File: config.mk
export PLATFORM = sky130hd
export DESIGN_NAME = level_tracker
export DESIGN_NICKNAME = d
export VERILOG_FILES = /design/src/rtl/level_tracker.sv
export SDC_FILE = /design/constraint.sdc
export NUM_CORES = 1
export LEC_CHECK = 0
export CAP_MARGIN = 30
export CORE_ASPECT_RATIO = 1.4
export CORE_MARGIN = 8
export CORE_UTILIZATION = 53
export CTS_BUF_LIST = sky130_fd_sc_hd__clkbuf_16
export CTS_CLUSTER_SIZE = 40
export DETAILED_ROUTE_END_ITERATION = 8
export HOLD_SLACK_MARGIN = 0.08
export MAX_ROUTING_LAYER = met4
export PLACE_DENSITY = 0.78
export RECOVER_POWER = 50
export SKIP_LAST_GASP = 1
export SLEW_MARGIN = 20
export SYNTH_ARGS = -nofsm -noshare
export SYNTH_HDL_FRONTEND = slang
export SYNTH_SLANG_ARGS = --single-unit
File: constraint.sdc
create_clock -name clk -period 5.17 [get_ports clk]
set_clock_uncertainty 0.1 [all_clocks]
set_input_delay 0.517 -clock clk [delete_from_list [all_inputs] [get_ports clk]]
set_output_delay 0.517 -clock clk [all_outputs]
set_load 0.01 [all_outputs]
File: src/rtl/level_tracker.sv
`default_nettype none
// ============================================================================
// Module      : level_tracker
// Description : Counts cleared lines, steps the game level every
//               LINES_PER_LEVEL lines (saturating), and accumulates the score.
// Revision    : 1.0 - initial release
// ============================================================================
module level_tracker #(
  parameter int LINES_PER_LEVEL = 10,
  parameter int START_LEVEL     = 0,
  parameter int MAX_LEVEL       = 14,
  parameter int SCORE_MAX       = 999_999,
  parameter int LINES_MAX       = 9_999,
  parameter int LEVEL_LEN       = $clog2(MAX_LEVEL + 1)
) (
  input  logic                 clk,
  input  logic                 rst,
  input  logic                 start,
  input  logic                 freeze,
  input  logic                 clear_valid,
  input  logic [2:0]           clear_cnt,
  output logic [LEVEL_LEN-1:0] level,
  output logic                 level_up,
  output logic [13:0]          lines,
  output logic [19:0]          score
);

  localparam int c_TN_W  = $clog2(LINES_PER_LEVEL + 1);
  localparam int c_TW    = c_TN_W + 1;
  localparam int c_MUL_W = LEVEL_LEN + 1;
  localparam int c_ADD_W = 11 + c_MUL_W;

  logic [c_TN_W-1:0]  r_to_next;

  logic               w_accept;
  logic [10:0]        w_base;
  logic [c_MUL_W-1:0] w_mult;
  logic [c_ADD_W-1:0] w_add;
  logic [20:0]        w_score_sum;
  logic [19:0]        w_score_next;
  logic [14:0]        w_lines_sum;
  logic [13:0]        w_lines_next;
  logic [c_TN_W-1:0]  w_k_tn;
  logic               w_cross;
  logic [c_TW-1:0]    w_tn_wrap;
  logic [c_TN_W-1:0]  w_tn_next;
  logic               w_at_max;

  assign w_accept = clear_valid & ~freeze & ~start &
                    (clear_cnt >= 3'd1) & (clear_cnt <= 3'd4);

  always_comb begin
    w_base = 11'd0;
    case (clear_cnt)
      3'd1:    w_base = 11'd40;
      3'd2:    w_base = 11'd100;
      3'd3:    w_base = 11'd300;
      3'd4:    w_base = 11'd1200;
      default: w_base = 11'd0;
    endcase
  end

  // Multiplier is the pre-increment level plus one.
  assign w_mult       = c_MUL_W'(level) + c_MUL_W'(1);
  assign w_add        = c_ADD_W'(w_base) * c_ADD_W'(w_mult);
  assign w_score_sum  = {1'b0, score} + 21'(w_add);
  assign w_score_next = (w_score_sum > 21'(SCORE_MAX)) ? 20'(SCORE_MAX) : w_score_sum[19:0];

  assign w_lines_sum  = {1'b0, lines} + 15'(clear_cnt);
  assign w_lines_next = (w_lines_sum > 15'(LINES_MAX)) ? 14'(LINES_MAX) : w_lines_sum[13:0];

  assign w_k_tn    = c_TN_W'(clear_cnt);
  assign w_cross   = (w_k_tn >= r_to_next);
  // Wrap computed one bit wider; the result always fits back into c_TN_W.
  assign w_tn_wrap = c_TW'(r_to_next) + c_TW'(LINES_PER_LEVEL) - c_TW'(clear_cnt);
  assign w_tn_next = w_cross ? w_tn_wrap[c_TN_W-1:0] : (r_to_next - w_k_tn);
  assign w_at_max  = (level == LEVEL_LEN'(MAX_LEVEL));

  always_ff @(posedge clk or posedge rst) begin
    if (rst) begin
      level     <= LEVEL_LEN'(START_LEVEL);
      level_up  <= 1'b0;
      lines     <= 14'd0;
      score     <= 20'd0;
      r_to_next <= c_TN_W'(LINES_PER_LEVEL);
    end else if (start) begin
      level     <= LEVEL_LEN'(START_LEVEL);
      level_up  <= 1'b0;
      lines     <= 14'd0;
      score     <= 20'd0;
      r_to_next <= c_TN_W'(LINES_PER_LEVEL);
    end else begin
      level_up <= 1'b0;
      if (w_accept) begin
        score     <= w_score_next;
        lines     <= w_lines_next;
        r_to_next <= w_tn_next;
        if (w_cross && !w_at_max) begin
          level    <= level + LEVEL_LEN'(1);
          level_up <= 1'b1;
        end
      end
    end
  end

endmodule
`default_nettype wire

==> results.toml <==
[placement]
placedCellCount = 716
detailedPlace.worstSlack_ns = -0.7614
buffer_ports.inserted = 46
hpwl_um = 9320
place.gp.congestion = 0.9243

[floorplan]
std_cell_rows = 39
design.die.area_um2 = 11560
i_o_pins = 47
die-height_um = 124.0
chipWidth_um = 93.18
area_inside_the_core_boundary_um2 = 8149
initial_core_util_pct = 54.23

[hold_path]
timing.hold.worst.class = "flop to flop"
hold_end = "r_to_next[1]$_DFFE_PP1P_"
worstHoldStart = "r_to_next[1]$_DFFE_PP1P_"
hold-path-cell-count = 2

[synth]
synth_ff_type = "sky130_fd_sc_hd__dfrtp_1"
async_flop_share_pct = 100.0
synth-edff-count = 0
synthDominantCellAreaShare_pct = 22.65
mappedNetlistNets = 598
yosysSeqAreaShare_pct = 23.84
synth_largest_area_cell = "sky130_fd_sc_hd__dfrtp_1"
most_common_cell_in_the_netlist = "sky130_fd_sc_hd__nor2_1"
yosys_warnings = 0
syn-instance-count = 520
netlist_top_cells_count = "sky130_fd_sc_hd__nor2_1 (70), sky130_fd_sc_hd__inv_1 (69), sky130_fd_sc_hd__dfrtp_1 (40)"
synth-seq-cells = 42
syn_area_per_cell_um2 = 8.499
largest_cells_by_area_after_synthesis = "sky130_fd_sc_hd__dfrtp_1 (23%), sky130_fd_sc_hd__fa_1 (14%), sky130_fd_sc_hd__ha_1 (11%), sky130_fd_sc_hd__nor2_1 (5.9%), sky130_fd_sc_hd__inv_1 (5.9%)"
synth_cell_types = 63
syn-cell-area_um2 = 4419

[critical_path]
path_class = "flop to flop"
setup.reg_to_reg.worst_slack_ns = -0.05
cp-start-kind = "flop"
critical-path-top-cell-by-count = "sky130_fd_sc_hd__fa_1"
regToRegStartpoint = "level[1]$_DFFE_PP0P_"
path_delay_family = "adder cells"
worst_ep_required_time_ns = 5.25
cp_max_fo = 5
cp.buffers_inverters = 4
slowest_stage = "sky130_fd_sc_hd__or4b_4"
r2r.worst_path.cells = 18
critical_path.max_stage_delay_ns = 0.54
cp_data_arrival_time_ns = 5.30
critical_path_capture_point_type = "flop"
crit_chain = "ha_4 -> xnor2_4 -> or2_4 -> inv_2 -> fa_1 -> fa_1 -> inv_1 -> fa_1 -> inv_2 -> ha_4 -> a21oi_4 -> o21ai_2 -> or3_1 -> or4b_4 -> a2111oi_4 -> a21oi_2 -> buf_6 -> a32o_1"
regToRegEndpoint = "score[7]$_DFFE_PP0P_"

[detailed_routing]
vias = 4418
antenna_violating_nets_left = 0
first_pass_iters = 5
final_wl_um = 13590
post_drt_wl_per_cell_um = 18.46
post-route-drc-count = 0
avgViaCountPerCell = 6.003
detailedRoute.firstIterationViolations = 256

[timing]
number_of_hold_violations_in_the_final_report = 0
layout_min_cycle_time_ns = 5.222
number_of_max_slew_violations_in_the_final_report = 43
setup_viol_count_final = 6
tightest_slew_ns = 2.433
timing.final.ws_setup_ns = -0.05218
final.period_utilization_pct = 101.0
grt_setup_unrepaired = "true"
maxClockFrequency_mhz = 191.5
worst_slew_margin_rel_pct = -62.22

[layout]
layout.nets = 711
final_cells = 736
num_antenna_cells = 0
synthToLayoutAreaGrowth_pct = 35.79
drive_above_1_share_pct = 23.66

[power]
static-leakage-power_nw = 2.779
max-vdd-ir-drop_uv = 161.7
power.density_cell_area_nw_per_um2 = 150.8

[clocking]
cts.reportedPaths.clkPinSlew_ns = 0.06
cts_num_sinks = 42
clkLatencyLatePin_ns = 0.29
clockBufferDepth = 2
cts_buffers = 5
cts_tree = "yes"
cts_htree_levels = 2
cts-root-buf = "sky130_fd_sc_hd__clkbuf_16"
holdBufCountCts = 0

[global_route]
grt_overflow = 0
grt_start_max_net_pins = 43
track_usage_pct = 24.94
number_of_antenna_violations_at_the_first_check_in_global_routing = 0
grt_first_pass_wirelength_um = 22310
number_of_global_route_vias_before_repair = 4643

[run_status]
violations = "max-capacitance violations, max-slew violations, negative setup slack"
result_of_the_run = "finished, violations left"

[run]
max-cap-violations = 1
[layout by cell type, fill, tap and decap left out, types with 13 or more instances in the layout]
| master | count |
|---|---|
| sky130_fd_sc_hd__clkdlybuf4s50_1 | 30 |
| sky130_fd_sc_hd__nor2_1 | 56 |
| sky130_fd_sc_hd__fa_1 | 30 |
| sky130_fd_sc_hd__inv_1 | 62 |
| sky130_fd_sc_hd__dfrtp_1 | 38 |
| sky130_fd_sc_hd__nand2_1 | 18 |
| sky130_fd_sc_hd__o21ai_0 | 31 |
| sky130_fd_sc_hd__buf_4 | 74 |
| sky130_fd_sc_hd__dlygate4sd3_1 | 13 |
| sky130_fd_sc_hd__nor3_1 | 17 |
| sky130_fd_sc_hd__ha_1 | 31 |
| sky130_fd_sc_hd__a21oi_1 | 23 |
[stage by stage]
stage / TNS [ns] / area, um^2 / utilization (%) / power, mW / hold WS, ns
3_5_place_dp: -11.94 / 5492 / 67.39 / 0.5301 / 0.4050
6_report: -0.2236 / 6001 / 73.64 / 0.9049 / 0.4176
2_1_floorplan: 0 / 4489 / - / 0.4569 / 0.3802
5_1_grt: -2.078 / 6001 / 73.64 / 0.9390 / 0.4324
4_1_cts: -0.1076 / 5936 / 72.84 / 0.9034 / 0.4188
3_3_place_gp: -9.818 / 5492 / 67.39 / 0.5229 / 0.3995
[worst max path at each step]
| stage | startpoint | end | slack [ns] | cells after the start |
|---|---|---|---|---|
| 6_report | level[1]$_DFFE_PP0P_ | score[7]$_DFFE_PP0P_ | -0.05 | 18 |
| 5_1_grt | level[1]$_DFFE_PP0P_ | score[7]$_DFFE_PP0P_ | -0.20 | 16 |
| 4_1_cts | level[1]$_DFFE_PP0P_ | score[7]$_DFFE_PP0P_ | -0.04 | 16 |
| 3_5_place_dp | clear_cnt[0] | score[7]$_DFFE_PP0P_ | -0.76 | 19 |
| 3_3_place_gp | clear_cnt[1] | score[13]$_DFFE_PP0P_ | -0.63 | 18 |
| 2_1_floorplan | level[0]$_DFFE_PP0P_ | score[7]$_DFFE_PP0P_ | 0.01 | 17 |
[logic make-up (layout without fill, tap and decap cells)]
group / after synthesis / in the layout / synth area share (%)
xor gates and xnor gates: 20 / 20 / 3.964
buffers and inverters: 88 / 202 / 7.757
adders and majority gates: 70 / 70 / 25.09
and+or+nand+nor: 172 / 172 / 19.48
AOI/OAI and AO/OA: 126 / 126 / 19.42
DFF: 42 / 42 / 23.84
muxes: 2 / 2 / 0.4530
[layer usage]
metal  vias up  track usage [%]  share of wire [%]
met4         0            13.65                3.7
met1      2182            24.74                 37
met5         -                -                  0
li1       2036                -                  -
met2       159            46.04                 54
met3        41            3.438                4.4
[worst register-to-register path, delay by kind of cell (launching register included)]
family                     cells  cell delay [ns]
AOI/OAI and AO/OA              5             1.01
and+or+nand+nor                3             1.15
xor gates and xnor gates       1             0.15
buffers and inverters          4             0.35
adders and majority gates      5             1.85
DFF                            1             0.47
[power breakdown]
part	switching [mW]	internal [mW]
registers	0.00888	0.337
clock network	0.140	0.226
logic	0.109	0.0831
[cell type report]
type                            instances  area [um^2]
Multi-Input combinational cell        390         3349
Fill cell                             552         2148
Sequential cell                        42         1056
Timing Repair Buffer                  125         1044
Inverter                               69        259.0
Tap cell                              102        127.6
Clock buffer                            5        125.1
Clock inverter                          3        40.04
[repair_timing]
item	CTS	global route
setup endpoints to repair	19	16
pin swaps	37	9
buffers inserted	10	2
cloned	1	0
resized for setup	56	17
[state kept, by name, indices dropped and copies added (netlist names)]
register / flops
score: 19
lines: 14
level: 4
r_to_next: 4
level_up: 1
Note: power is estimated with default switching activity, not from simulation.
==> variant: new RTL, config.mk and constraints unchanged <==
Change the parameter `LINES_PER_LEVEL` from 10 to 20.
--- a/src/rtl/level_tracker.sv
+++ b/src/rtl/level_tracker.sv
@@ -7,5 +7,5 @@
 // ============================================================================
 module level_tracker #(
-  parameter int LINES_PER_LEVEL = 10,
+  parameter int LINES_PER_LEVEL = 20,
   parameter int START_LEVEL     = 0,
   parameter int MAX_LEVEL       = 14,
Check against the original RTL: not equivalent (Yosys sat finds a counterexample within 4 cycles, from zero or initial values and one cycle with rst high).
==> variant against the original RTL <==
The run still ends with max-capacitance violations, max-slew violations, negative setup slack left. Worst setup slack worse by 30 ps. Via count up 18%. Synthesized cell count up 11%. Sequential power up 5%. Critical path depth up 1. Sequential cell count up 1. Design area up 14%. Routed wire length up 21%. Synthesized area up 12%. Critical endpoint is now score[1]. Worst hold slack better by 61 ps. Total power up 6.1%. Non-clock buffer count up 29. Global-route usage up 0.31 points.
==> variant: results (changes against the original RTL) <==
reg-to-reg critical path endpoint score[1] (was score[7]); failing checks max-capacitance violations, max-slew violations, negative setup slack (unchanged); crit path max-delay cell type fa_1 (was or4b_4); vias 5201 (was 4418); Worst Hold Path EP r_to_next[2] (was r_to_next[1]); Seq/Total Area, Yosys 21.9% (was 23.8%); Layout fillers 572 (was 552); status finished, violations left (unchanged); Gate power share 29.2% (was 21.3%); proportion of synthesized area in mux cells 0.837% (was 0.453%); # setup viols final 8 (was 6); post-synthesis xor/xnor area fraction 1.95% (was 3.96%); total power 0.960 mW (was 0.905 mW); Compound-Gate Fraction of Synth Area 22.8% (was 19.4%); sequential cell area 1080 sq um (was 1060 sq um); Psw 0.312 mW (was 0.258 mW); Max Slew Vio Count 36 (was 43); Pre-antenna DRT Iters 7 (was 5); total clock sinks 43 (was 42); Data buffer area share 18.9% (was 17.4%); DR iter-0 viols 276 (was 256); post-CTS setup buffer count 11 (was 10); area of the multi-input gates 3890 sq um (was 3350 sq um); Clock-cell share 2.02% (was 2.75%); PnR worst setup slack -82.5 ps (was -52.2 ps); adder-cell share of the synthesized area 23.6% (was 25.1%); gpl congestion 0.930 (was 0.924); HPWL Detailed 11400 um (was 9320 um); Nets 791 (was 711); multi-input gates 425 (was 390); maximum vdd drop 0.162 mV (about the same); Hold WS 479 ps (was 418 ps); max-cap viol count 1 (unchanged); post_cts resized 41 (was 56); Reg2Reg Depth 19 (was 18); Area contributors post-synth dfrtp_1, fa_1, ha_1 (unchanged)
[variant: cell count changes after synthesis, moves of 5 or more]
cell      before  now
xnor2_1       11    6
a211oi_1       5   18
nand4_1        2   11
inv_1         69   78
nand2_1       19   29
a21oi_1       27   17
o21ai_0       31   18
nor2_1        70   60
nand3_1       13   18
a311oi_1       1    7
[variant: stage by stage]
| step | TNS (ps) | utilization (%) | instance area, sq um | setup slack (ps) | std cells |
|---|---|---|---|---|---|
| floorplan | -6.95 | - | 4960 | -6.95 | 577 |
| global placement | -8950 | 67.7 | 6110 | -635 | 791 |
| detailed placement | -10090 | 67.7 | 6110 | -673 | 791 |
| CTS | 0 | 72.3 | 6520 | 2.73 | 808 |
| global route | -1990 | 75.6 | 6830 | -223 | 816 |
| finish | -188 | 75.6 | 6830 | -82.5 | 816 |
[variant: metal layers]
metal / wire, um / part of all wire (%) / track usage (%)
met2: 8720 / 53 / 45.4
met3: 766 / 4.7 / 2.86
met1: 6000 / 37 / 26.8
met5: 0 / 0 / -
met4: 888 / 5.4 / 13.3
